## config.mk

```make
export PLATFORM = sky130hd
export DESIGN_NAME = lwc_post_processor
export DESIGN_NICKNAME = d
export VERILOG_FILES = /design/src/rtl/lwc_post_processor.sv
export SDC_FILE = /design/constraint.sdc
export NUM_CORES = 1
export LEC_CHECK = 0
export CAP_MARGIN = 20
export CORE_MARGIN = 10
export CORE_UTILIZATION = 52
export DETAILED_ROUTE_END_ITERATION = 8
export PLACE_DENSITY = 0.84
export SLEW_MARGIN = 15
export SYNTH_ARGS = -nofsm -noshare
export SYNTH_HDL_FRONTEND = slang
export SYNTH_SLANG_ARGS = --single-unit
export TNS_END_PERCENT = 5
```

## constraint.sdc

```tcl
create_clock -name clk -period 9.5 [get_ports clk]
set_clock_uncertainty 0.2 [all_clocks]
set_input_delay 1.9 -clock clk [delete_from_list [all_inputs] [get_ports clk]]
set_output_delay 1.9 -clock clk [all_outputs]
set_load 0.005 [all_outputs]
```

## src/rtl/lwc_post_processor.sv

```systemverilog
// lwc_post_processor: turns the crypto core's bdo / msg_auth stream plus the
// forwarded command words into the public 32-bit data-out stream (segment
// headers, masked data words, tag segment on encrypt, final status word).
module lwc_post_processor #(
  parameter int unsigned W         = 32,
  parameter int unsigned TAG_BYTES = 16
) (
  input  logic         clk,
  input  logic         rst,
  input  logic [W-1:0] cmd,
  input  logic         cmd_valid,
  output logic         cmd_ready,
  input  logic [W-1:0] bdo,
  input  logic         bdo_valid,
  output logic         bdo_ready,
  input  logic [3:0]   bdo_type,
  input  logic         end_of_block,
  input  logic         msg_auth,
  input  logic         msg_auth_valid,
  output logic         msg_auth_ready,
  output logic [W-1:0] do_data,
  output logic         do_valid,
  input  logic         do_ready,
  output logic         do_last
);

  localparam int unsigned LEN_W     = 16;
  localparam int unsigned TAG_WORDS = TAG_BYTES / 4;
  localparam int unsigned TCNT_W    = $clog2(TAG_WORDS + 1);

  localparam logic [3:0] OP_ENC   = 4'b0010;
  localparam logic [3:0] OP_DEC   = 4'b0011;
  localparam logic [3:0] TYPE_TAG = 4'b1000;

  localparam logic [W-1:0] TAG_HDR_WORD = W'({4'b1000, 2'b00, 1'b1, 1'b1, 8'h00, 16'(TAG_BYTES)});
  localparam logic [W-1:0] STAT_OK      = W'(32'hE000_0000);
  localparam logic [W-1:0] STAT_FAIL    = W'(32'hF000_0000);

  typedef enum logic [3:0] {
    S_IDLE,
    S_HDR,
    S_HDR_OUT,
    S_DATA,
    S_NEXT,
    S_TAG_HDR,
    S_TAG,
    S_AUTH,
    S_STAT
  } state_e;

  state_e              state_q, state_d;
  logic [3:0]          op_q, op_d;
  logic [W-1:0]        hdr_q, hdr_d;
  logic [LEN_W-1:0]    len_q, len_d;
  logic                last_q, last_d;
  logic [TCNT_W-1:0]   tcnt_q, tcnt_d;
  logic                pass_q, pass_d;

  logic                cmd_ready_c;
  logic                bdo_ready_c;
  logic                msg_auth_ready_c;
  logic                do_valid_c;
  logic                do_last_c;
  logic [W-1:0]        do_data_c;

  logic [LEN_W-1:0]    len_take_c;
  logic [LEN_W-1:0]    len_rem_c;
  logic [W-1:0]        len_mask_c;
  logic                bdo_is_msg_c;

  // Informational only; the segment length already tells us where blocks end.
  logic unused_eob;
  assign unused_eob = end_of_block;

  // Remaining-length bookkeeping and byte mask for the current data word.
  always_comb begin
    len_take_c   = (len_q >= LEN_W'(4)) ? LEN_W'(4) : len_q;
    len_rem_c    = len_q - len_take_c;
    bdo_is_msg_c = (bdo_type != TYPE_TAG);
    if (len_q >= LEN_W'(4)) begin
      len_mask_c = '1;
    end else begin
      len_mask_c = ~({W{1'b1}} >> {len_q[1:0], 3'b000});
    end
  end

  // Next-state and handshake/output decode.
  always_comb begin
    state_d          = state_q;
    op_d             = op_q;
    hdr_d            = hdr_q;
    len_d            = len_q;
    last_d           = last_q;
    tcnt_d           = tcnt_q;
    pass_d           = pass_q;
    cmd_ready_c      = 1'b0;
    bdo_ready_c      = 1'b0;
    msg_auth_ready_c = 1'b0;
    do_valid_c       = 1'b0;
    do_last_c        = 1'b0;
    do_data_c        = '0;

    unique case (state_q)
      S_IDLE: begin
        cmd_ready_c = 1'b1;
        if (cmd_valid) begin
          op_d = cmd[31:28];
          if ((cmd[31:28] == OP_ENC) || (cmd[31:28] == OP_DEC)) begin
            state_d = S_HDR;
          end else begin
            pass_d  = 1'b0;
            state_d = S_STAT;
          end
        end
      end

      S_HDR: begin
        cmd_ready_c = 1'b1;
        if (cmd_valid) begin
          hdr_d   = cmd;
          len_d   = cmd[LEN_W-1:0];
          last_d  = cmd[24];
          state_d = S_HDR_OUT;
        end
      end

      S_HDR_OUT: begin
        do_valid_c = 1'b1;
        do_data_c  = hdr_q;
        if (do_ready) begin
          state_d = (len_q != '0) ? S_DATA : S_NEXT;
        end
      end

      // Tag-typed words are held back here; they belong to the tag segment.
      S_DATA: begin
        do_valid_c  = bdo_valid & bdo_is_msg_c;
        bdo_ready_c = do_ready & bdo_is_msg_c;
        do_data_c   = bdo & len_mask_c;
        if (bdo_valid && bdo_is_msg_c && do_ready) begin
          len_d = len_rem_c;
          if (len_rem_c == '0) begin
            state_d = S_NEXT;
          end
        end
      end

      S_NEXT: begin
        if (!last_q) begin
          state_d = S_HDR;
        end else if (op_q == OP_ENC) begin
          state_d = S_TAG_HDR;
        end else begin
          state_d = S_AUTH;
        end
      end

      S_TAG_HDR: begin
        do_valid_c = 1'b1;
        do_data_c  = TAG_HDR_WORD;
        if (do_ready) begin
          tcnt_d  = '0;
          state_d = S_TAG;
        end
      end

      S_TAG: begin
        do_valid_c  = bdo_valid;
        bdo_ready_c = do_ready;
        do_data_c   = bdo;
        if (bdo_valid && do_ready) begin
          tcnt_d = tcnt_q + TCNT_W'(1);
          if (tcnt_q == TCNT_W'(TAG_WORDS - 1)) begin
            pass_d  = 1'b1;
            state_d = S_STAT;
          end
        end
      end

      S_AUTH: begin
        msg_auth_ready_c = 1'b1;
        if (msg_auth_valid) begin
          pass_d  = msg_auth;
          state_d = S_STAT;
        end
      end

      S_STAT: begin
        do_valid_c = 1'b1;
        do_last_c  = 1'b1;
        do_data_c  = pass_q ? STAT_OK : STAT_FAIL;
        if (do_ready) begin
          state_d = S_IDLE;
        end
      end

      default: begin
        state_d = S_IDLE;
      end
    endcase
  end

  // While reset is asserted every handshake and the pending do word are suppressed.
  assign cmd_ready      = cmd_ready_c & ~rst;
  assign bdo_ready      = bdo_ready_c & ~rst;
  assign msg_auth_ready = msg_auth_ready_c & ~rst;
  assign do_valid       = do_valid_c & ~rst;
  assign do_last        = do_last_c & ~rst;
  assign do_data        = rst ? '0 : do_data_c;

  // State and context registers with synchronous reset.
  always_ff @(posedge clk) begin
    if (rst) begin
      state_q <= S_IDLE;
      op_q    <= '0;
      hdr_q   <= '0;
      len_q   <= '0;
      last_q  <= 1'b0;
      tcnt_q  <= '0;
      pass_q  <= 1'b0;
    end else begin
      state_q <= state_d;
      op_q    <= op_d;
      hdr_q   <= hdr_d;
      len_q   <= len_d;
      last_q  <= last_d;
      tcnt_q  <= tcnt_d;
      pass_q  <= pass_d;
    end
  end

endmodule

```

==> impl_metrics.toml <==
[drt]
viasPerCell = 6.06
drcViolationCount = 0
dr.pass1.iters = 5
avgRoutedWirePerCell_um = 17.9
ant_nets = 0
vias = 4343
drtIter0Drc = 325
drt-total-wl_mm = 12.8

[clock_tree]
cts_setup_buffers = 0
clk_path_buf_depth = 2
postCtsHoldBufs = 0
cts_tree = "done"
numCtsBuffers = 9
cts_resized = 0
path_clk_slew_ns = 0.07
clock_sinks = 60
cts_root_buffer = "clkbuf_8"
cts.htree.levels = 3
clock_latency_ns = 0.34

[floorplanning]
die-area_um2 = 11100
initial_core_util = 0.530
rows = 31
io_pins = 113
die_x_um = 105
core_um2 = 7180
die_h_um = 105

[final_layout]
area_delta_synth_final_pct = 35.7
utilization = 0.718
antenna_cells = 0
drive_gt1_frac = 0.0761
fin_nets = 693
fin_area_um2 = 5150

[critical_path]
worstPathMaxFanout = 4
start_kind = "input pin"
worstPathRequired_ns = 7.40
critical_path_class = "in -> out"
crit_arrival_ns = 3.82
cp-end-kind = "primary output"

[synth]
synth-seq-cells = 60
yosys.area.top_type = "dfxtp_1"
syn_area_um2 = 3800
synth_nets = 605
synthDistinctLibCells = 69
yosys_warnings = 0
syn_area_per_cell_um2 = 7.22
post_synth_inst_count = 526
yosysSeqAreaShare = 0.316
synth_top_area_frac = 0.316
synth_common_cells = "nand2_1 (93), nor2_1 (71), a21oi_1 (67), dfxtp_1 (60), clkbuf_1 (36)"
synth-edff-count = 0
synthFlopType = "dfxtp_1"
synthArstFlopShare = 0
yosysMostFrequentCell = "nand2_1"
synthTopCellsByArea = "dfxtp_1 (32%), nand2_1 (9.2%), a21oi_1 (8.8%)"

[timing]
rsz0062_at_grt = "no"
slew_viol_final = 0
slew_headroom = 0.528
tns_ns = 0
period_needed_ns = 5.92
period_share = 0.623
worst_slew_pin_slew_ns = 0.708
timing.hold.ws_ns = 0.257
max_freq_ghz = 0.169
setup_viol = 0
finalHoldViolCount = 0

[grt]
grt_usage = 0.221
antenna_found_initial = 0
grt_max_degree = 66
grt_pass1_vias = 4160
overflow = 0
grt_pass1_wl_mm = 20.6

[power_and_ir_drop]
powerDensity_nw_per_um2 = 193
vdd_ir_drop_max_v = 0.000112
leakage_nw = 1.75

[worst_hold_path]
min_path_type = "reg -> reg"

[job]
cap_violations = 0

[place]
gp_congestion = 0.868
io_buffers = 111
place_hpwl_mm = 9.22
post_dp_cell_area_um2 = 4920

[outcome]
status = "completed"
==> routing by layer <==
| metal | vias up | wire length, µm | global-route usage |
|---|---|---|---|
| li1 | 2080 | - | - |
| met1 | 2029 | 5400 | 0.264 |
| met2 | 204 | 6170 | 0.376 |
| met3 | 30 | 1010 | 0.0597 |
| met4 | 0 | 265 | 0.0716 |
| met5 | - | 0 | 0 |
==> cells by family after synthesis <==
group,synth area share
AND/OR/NAND/NOR,0.299
AO/OA/AOI/OAI,0.307
flip-flops,0.316
buffers and inverters,0.0527
multiplexers,0.0142
adder cells (fa/ha/maj),0.00988
other,0.000987
==> layout by cell type, fill, tap and decap left out, types with 4 or more instances in the layout <==
cell type / n
a21o_1: 4
a22oi_1: 29
a211oi_1: 5
clkbuf_8: 12
and3_1: 4
buf_4: 7
a21oi_1: 66
mux2i_1: 4
nor2_1: 71
inv_1: 7
o21ai_0: 15
o21ai_1: 4
a221oi_1: 6
nand2_1: 93
nor2b_1: 5
o21a_1: 4
nand2b_1: 4
a2bb2oi_1: 4
nand4_1: 7
nand3b_1: 4
o22ai_1: 4
o211ai_1: 4
clkdlybuf4s50_1: 110
nor3_1: 17
dfxtp_1: 60
==> layout make-up <==
type	count	area, µm²
multi-input cells	418	2410
fillers	594	2020
flip-flops and latches	60	1200
repair buffers	118	1160
clock buffers	12	165
well taps	99	124
clock inverters	3	68.8
inverters	7	26.3
==> through the flow <==
step	power, mW	setup slack (ns)	cells
after floorplan	0.609	4.56	526
final	0.997	3.58	717
after detailed placement	0.724	3.58	702
after global routing	1.05	3.51	717
after CTS	0.996	3.58	717
after global placement	0.714	3.60	702
==> path summary, 6_finish.rpt <==
kind,from,endpoint,slack (ns),depth (start not counted)
min,hdr_q[3],hdr_q[3],0.26,2
max reg2reg,len_q[4],pass_q,5.99,10
max,bdo_type[1],do_valid,3.58,7
min reg2reg,hdr_q[3],hdr_q[3],0.26,2
==> worst max-delay path, cell delays in order <==
cell	delay, ns
clkdlybuf4s50_1	0.39
or4b_1	0.59
nand2_1	0.11
o22ai_1	0.08
a31oi_1	0.23
nor2_1	0.06
clkdlybuf4s50_1	0.45
==> power breakdown <==
| part | total [mW] | internal, mW | leakage, nW | switching, mW |
|---|---|---|---|---|
| Sequential | 0.325 | 0.281 | 0.486 | 0.0444 |
| Combinational | 0.400 | 0.166 | 1.14 | 0.234 |
| Clock | 0.271 | 0.168 | 0.119 | 0.103 |
| Total | 0.997 | 0.615 | 1.75 | 0.381 |
==> registers in the layout (all words and copies together) (netlist names) <==
name and count:
hdr_q 32, len_q 16, op_q 4, state_q 4
tcnt_q 3, pass_q 1
(Power assumes the default switching activity.)
